## config.mk

```make
export PLATFORM = sky130hd
export DESIGN_NAME = spec_dpram_readout_ctrl
export DESIGN_NICKNAME = d
export VERILOG_FILES = /design/src/rtl/spec_dpram_readout_ctrl.sv
export SDC_FILE = /design/constraint.sdc
export NUM_CORES = 1
export LEC_CHECK = 0
export CORE_ASPECT_RATIO = 2
export CORE_MARGIN = 10
export CORE_UTILIZATION = 35
export CTS_CLUSTER_DIAMETER = 60
export DETAILED_ROUTE_END_ITERATION = 10
export GPL_TIMING_DRIVEN = 0
export PLACE_DENSITY = 0.7
export SYNTH_ARGS = -nofsm -noshare
export SYNTH_HDL_FRONTEND = slang
export SYNTH_SLANG_ARGS = --single-unit
```

## constraint.sdc

```tcl
create_clock -name clk_i -period 4.8 [get_ports clk_i]
set_input_delay 0.96 -clock clk_i [delete_from_list [all_inputs] [get_ports clk_i]]
set_output_delay 0.96 -clock clk_i [all_outputs]
set_load 0.005 [all_outputs]
```

## src/rtl/spec_dpram_readout_ctrl.sv

```systemverilog
// -----------------------------------------------------------------------------
// spec_dpram_readout_ctrl
//
// Streams the accumulated power-spectrum DPRAM (range bins x FFT bins) out
// through a valid/ready interface once a pulse group completes. The DPRAM
// read port B is shared with the spectrum accumulator's read-modify-write
// path, which always wins; the readout simply stalls on those cycles.
//
// Optional build macro: READOUT_CLEAR_EN
//   defined   : each word captured from the DPRAM is followed one cycle later
//               by a port-A clear request (clr_we_o / clr_addr_o).
//   undefined : clr_we_o / clr_addr_o are tied to 0.
//
// Ports
//   clk_i, rst_i      clock, asynchronous active-high reset
//   group_done_i      one-cycle pulse, starts a dump of nbins_i range bins
//   nbins_i           range bins to dump (1..16), sampled at start
//   acc_rd_req_i      accumulator owns port B this cycle
//   acc_rdaddr_i      accumulator read address
//   dpram_addrb_o     DPRAM port B address
//   dpram_doutb_i     DPRAM port B data (1-cycle latency)
//   dout_o            stream data
//   dout_valid_o      stream valid
//   dout_ready_i      stream ready
//   dout_last_o       final word of the dump
//   busy_o            dump in progress
//   overrun_o         sticky: group_done_i seen while busy
//   clr_we_o          port-A clear write enable
//   clr_addr_o        port-A clear address
// -----------------------------------------------------------------------------
module spec_dpram_readout_ctrl #(
  parameter int ADDR_W    = 14,
  parameter int DATA_W    = 32,
  parameter int NFFT_LOG2 = 10,
  parameter int BIN_W     = 5
) (
  input  logic              clk_i,
  input  logic              rst_i,
  input  logic              group_done_i,
  input  logic [BIN_W-1:0]  nbins_i,
  input  logic              acc_rd_req_i,
  input  logic [ADDR_W-1:0] acc_rdaddr_i,
  output logic [ADDR_W-1:0] dpram_addrb_o,
  input  logic [DATA_W-1:0] dpram_doutb_i,
  output logic [DATA_W-1:0] dout_o,
  output logic              dout_valid_o,
  input  logic              dout_ready_i,
  output logic              dout_last_o,
  output logic              busy_o,
  output logic              overrun_o,
  output logic              clr_we_o,
  output logic [ADDR_W-1:0] clr_addr_o
);

  localparam int BANK_W = ADDR_W - NFFT_LOG2;

  typedef enum logic [1:0] {IDLE, READ, DRAIN} state_t;

  state_t                state_reg, state_next;
  logic [BANK_W-1:0]     bin_reg;
  logic [NFFT_LOG2-1:0]  idx_reg;
  logic [BIN_W-1:0]      last_bin_reg;
  logic                  inflight_reg;
  logic [ADDR_W-1:0]     inflight_addr_reg;
  logic                  inflight_last_reg;
  logic [DATA_W-1:0]     buf_data_reg [2];
  logic                  buf_last_reg [2];
  logic                  wr_ptr_reg, rd_ptr_reg;
  logic [1:0]            count_reg;
  logic                  overrun_reg;

  logic [ADDR_W-1:0]     rd_addr;
  logic                  at_last_addr;
  logic                  pop;
  logic [1:0]            occ_after_pop;
  logic                  credit_ok;
  logic                  issue;
  logic                  start;

  assign rd_addr      = {bin_reg, idx_reg};
  assign at_last_addr = (BIN_W'(bin_reg) == last_bin_reg) && (idx_reg == '1);
  assign pop          = (count_reg != 2'd0) && dout_ready_i;
  // A slot freed by this cycle's pop counts as a credit, otherwise the
  // buffer could never sustain one word per cycle.
  assign occ_after_pop = count_reg + {1'b0, inflight_reg} - {1'b0, pop};
  assign credit_ok    = (occ_after_pop < 2'd2);
  assign issue        = (state_reg == READ) && !acc_rd_req_i && credit_ok;
  assign start        = (state_reg == IDLE) && group_done_i && (nbins_i != '0);

  // Accumulator has absolute priority on port B in every state.
  assign dpram_addrb_o = acc_rd_req_i ? acc_rdaddr_i : rd_addr;

  always_comb begin
    state_next = state_reg;
    case (state_reg)
      IDLE:    if (start) state_next = READ;
      READ:    if (issue && at_last_addr) state_next = DRAIN;
      DRAIN:   if ((count_reg == 2'd0) && !inflight_reg) state_next = IDLE;
      default: state_next = IDLE;
    endcase
  end

  always_ff @(posedge clk_i or posedge rst_i) begin
    if (rst_i) begin
      state_reg         <= IDLE;
      bin_reg           <= '0;
      idx_reg           <= '0;
      last_bin_reg      <= '0;
      inflight_reg      <= 1'b0;
      inflight_addr_reg <= '0;
      inflight_last_reg <= 1'b0;
      wr_ptr_reg        <= 1'b0;
      rd_ptr_reg        <= 1'b0;
      count_reg         <= 2'd0;
      overrun_reg       <= 1'b0;
      for (int i = 0; i < 2; i++) begin
        buf_data_reg[i] <= '0;
        buf_last_reg[i] <= 1'b0;
      end
    end else begin
      state_reg <= state_next;

      if (start) begin
        {bin_reg, idx_reg} <= '0;
        last_bin_reg       <= nbins_i - BIN_W'(1);
      end else if (issue) begin
        {bin_reg, idx_reg} <= rd_addr + ADDR_W'(1);
      end

      inflight_reg <= issue;
      if (issue) begin
        inflight_addr_reg <= rd_addr;
        inflight_last_reg <= at_last_addr;
      end

      if (inflight_reg) begin
        buf_data_reg[wr_ptr_reg] <= dpram_doutb_i;
        buf_last_reg[wr_ptr_reg] <= inflight_last_reg;
        wr_ptr_reg               <= ~wr_ptr_reg;
      end
      if (pop) rd_ptr_reg <= ~rd_ptr_reg;
      count_reg <= count_reg + {1'b0, inflight_reg} - {1'b0, pop};

      if (group_done_i && (state_reg != IDLE)) overrun_reg <= 1'b1;
    end
  end

  assign dout_valid_o = (count_reg != 2'd0);
  assign dout_o       = buf_data_reg[rd_ptr_reg];
  assign dout_last_o  = dout_valid_o && buf_last_reg[rd_ptr_reg];
  assign busy_o       = (state_reg != IDLE);
  assign overrun_o    = overrun_reg;

`ifdef READOUT_CLEAR_EN
  logic              clr_pend_reg;
  logic [ADDR_W-1:0] clr_addr_reg;

  always_ff @(posedge clk_i or posedge rst_i) begin
    if (rst_i) begin
      clr_pend_reg <= 1'b0;
      clr_addr_reg <= '0;
    end else begin
      clr_pend_reg <= inflight_reg;
      if (inflight_reg) clr_addr_reg <= inflight_addr_reg;
    end
  end

  // The accumulator's RMW traffic owns the port-A mux on its active cycles,
  // so the clear request is dropped there rather than fighting it.
  assign clr_we_o   = clr_pend_reg && !acc_rd_req_i;
  assign clr_addr_o = clr_addr_reg;
`else
  assign clr_we_o   = 1'b0;
  assign clr_addr_o = '0;
`endif

endmodule

```

==> results of run 1 <==
==> path summary, 6_finish.rpt <==
check | start | endpoint | slack (ps)
worst max-delay path | rd_ptr_reg$_DFFE_PP0P_ | dout_o[21] | 1430
worst min-delay path | overrun_o$_DFFE_PP0P_ | overrun_o$_DFFE_PP0P_ | 480
max in group asynchronous | rst_i | buf_data_reg[53]$_DFFE_PP0P_ | 3160
worst min register to register | overrun_o$_DFFE_PP0P_ | overrun_o$_DFFE_PP0P_ | 480
worst max register to register | count_reg[0]$_DFF_PP0_ | bin_reg[0]$_DFFE_PP0P_ | 2190
min in group asynchronous | rst_i | buf_data_reg[15]$_DFFE_PP0P_ | 960
==> per-layer routing <==
metal,wire (um),part of all wire,up-vias,GRT usage
met2,6520,0.58,85,0.234
li1,-,-,1466,-
met4,222,0.020,0,0.0597
met5,0,0,-,0
met3,513,0.045,15,0.0313
met1,4040,0.36,1563,0.121
==> synthesized netlist by cell type, drive strengths merged (2+ instances only) <==
| cell | n |
|---|---|
| clkbuf | 7 |
| a21o | 2 |
| a21oi | 4 |
| o31ai | 4 |
| o21ai | 10 |
| dfrtp | 94 |
| mux2i | 3 |
| nand3 | 5 |
| ha | 5 |
| and2 | 3 |
| xnor2 | 8 |
| nor3 | 3 |
| mux2 | 110 |
| nand2 | 17 |
| nand4 | 5 |
| nor2 | 8 |
| inv | 12 |
| o211ai | 2 |
| nand2b | 3 |
| and3 | 4 |
| or4 | 2 |
| or3 | 2 |
| buf | 23 |
| xor2 | 6 |
==> logic make-up (layout without fill, tap and decap cells) <==
| kind of cell | count (synthesis) | after routing |
|---|---|---|
| xor+xnor | 15 | 15 |
| simple gates | 57 | 57 |
| other cells | 1 | 15 |
| fa+ha+maj | 5 | 5 |
| mux | 113 | 113 |
| compound gates | 24 | 24 |
| flops | 94 | 94 |
| buf+inv | 42 | 163 |
==> where the power goes <==
| group | internal (mW) | switching [mW] | total, mW |
|---|---|---|---|
| Clock | 0.471 | 0.299 | 0.770 |
| Combinational | 0.993 | 0.561 | 1.55 |
| Sequential | 1.13 | 0.176 | 1.30 |
==> placed cells by master, fill, tap and decap left out, types with 2 or more instances in the layout <==
cell type,count
mux2_2,110
clkdlybuf4s50_1,104
dfrtp_1,94
nand2_1,17
buf_4,15
conb_1,15
inv_1,11
o21ai_0,10
clkbuf_16,9
clkbuf_1,8
nor2_1,8
xnor2_1,8
xor2_1,6
nand4_1,5
ha_1,5
nand3_1,4
and3_1,4
a21oi_1,4
o31ai_1,4
buf_1,4
nand2b_1,3
nor3_1,3
mux2i_1,3
and2_1,3
clkinvlp_4,3
buf_2,2
buf_6,2
o211ai_1,2
or3_1,2
a21o_1,2
or4_1,2
bufinv_16,2
==> layout make-up <==
class / instances / area [um2]
flip-flops and latches: 94 / 2350
well taps: 150 / 188
clock buffers: 11 / 243
multi-input cells: 229 / 1990
plain buffers: 30 / 186
fillers: 1175 / 6470
clock inverters: 5 / 82.6
repair buffers: 105 / 1070
inverters: 12 / 47.5
==> per-stage QoR <==
step | instance area [um2] | instances
floorplan | 4580 | 365
global placement | 5800 | 619
detailed placement | 5830 | 620
CTS | 6160 | 636
global route | 6160 | 636
finish | 6160 | 636
==> critical path, delay by kind of cell, from the launching register on <==
kind                   cells  cell delay [ps]
buffers and inverters      3             1350
muxes                      1              410
DFF                        1              320
==> run summary, run 1 <==
status = finished clean
Hold Crit Class = register to register
WL/cell = 17.8 um
fin util = 0.488
CTS clk-pin slew, worst paths = 60 ps
Yosys top cell area share = 0.520
Leak = 2.64 nW
asr flop ratio synth = 1.00
Synth Instances = 351
Post-CTS Setup Bufs = 0
IO Pins = 121
Final Cycle Share = 0.702
pre-CTS setup slack = 1460 ps
Max Cap Viol = 0
Die Ht = 181 um
core area = 12,600 um2
mux contribution to synthesized area = 0.280
Final nets = 542
worst r2r path cells = 10
CP cell instances = clkbuf_1 -> buf_1 -> mux2_2 -> clkdlybuf4s50_1
largest family of logic cells by synthesized area = multiplexers
overall power = 3.63 mW
top cells by area, synth = dfrtp_1 (52%), mux2_2 (27%), buf_4 (2.5%)
GP Congestion = 0.821
cell accounting for the most synthesized area = dfrtp_1
clk_lat worst skew = 340 ps
post-synth cell types = 37
clk_skew = 7.41 ps
# port buffers = 104
Final Hold Viols = 0
initial antenna violation count = 0
CTS Hold Bufs = 0
# DRC = 0
Tmin final = 3370 ps
Simple-Gate Fraction of Synth Area = 0.0686
Slew Viols, Final = 0
DRT antenna net count = 0
grt total ovfl = 0
CTS root buffer = clkbuf_16
top_reg_cell synth = dfrtp_1
CP max stage delay = 570 ps
Max Clk Rate = 297 MHz
Rows = 58
Layout area overhead = 36.2%
critical path fanouts, max = 10
Peak VDD IR = 305 uV
Setup crit end kind = primary output
Power Density = 589 nW/um2
Total Wirelength = 11,300 um
share of cells above drive strength 1 = 0.309
First-pass DRT Iterations = 4
post-DP HPWL = 8710 um
post-synthesis sequential area ratio = 0.520
Seq cells post-synth = 94
kind of critical path = register to primary output
adder-cell share of the synthesized area = 0.0138
Critical Path RT = 3840 ps
Post-CTS Resized = 0
post-synthesis compound-gate area fraction = 0.0326
via count = 3,129
RSZ-0062 raised after global routing = no
first-pass GRT wire length = 18,200 um
# diodes = 0
CTS H-tree depth = 3
vias in the first global route = 3,572
area of the mapped netlist = 4520 um2
Slew headroom = 0.503
Final Setup Violations = 0
Total GRT Usage = 0.125
Die ar. = 18,100 um2
Post-synth EDFFs = 0
CP Launch Type = register
Synth warnings = 0
hold depth = 1
Vias/cell = 4.92
initial drt markers = 83
clock sinks = 94
Worst EP arrival = 2410 ps
Bufs on Longest Clock Path = 2
fin worst setup slack = 1430 ps
max FFs per register = 64
CTS buffer count = 9
Slowest cell on crit path = buf_1
Avg Inst Size Synth = 12.9 um2
CTS tree = yes
final hold slack = 477 ps
worst slew pin tran = 745 ps
chip width = 100 um
Post-Synth XOR/XNOR Area = 0.0324
initial core utilization = 0.358
largest net degree at the start of global routing = 66
setup_tns = 0 ps
Note: power is estimated with default switching activity, not from simulation.
==> inputs of run 2 (changes only) <==
==> constraint.sdc (replaced) <==
create_clock -name clk_i -period 3.45 [get_ports clk_i]
set_input_delay 0.69 -clock clk_i [delete_from_list [all_inputs] [get_ports clk_i]]
set_output_delay 0.69 -clock clk_i [all_outputs]
set_load 0.005 [all_outputs]
==> results of run 2 <==
Same layout as run 1 (identical final DEF). Status: finished clean.
Main changes from that run: setup slack after placement 1460 ps -> 407 ps; setup slack after layout 1430 ps -> 350 ps; register-to-register setup slack 2190 ps -> 840 ps; total power 3.63 mW -> 5.05 mW; worst IR drop on VDD 305 uV -> 424 uV
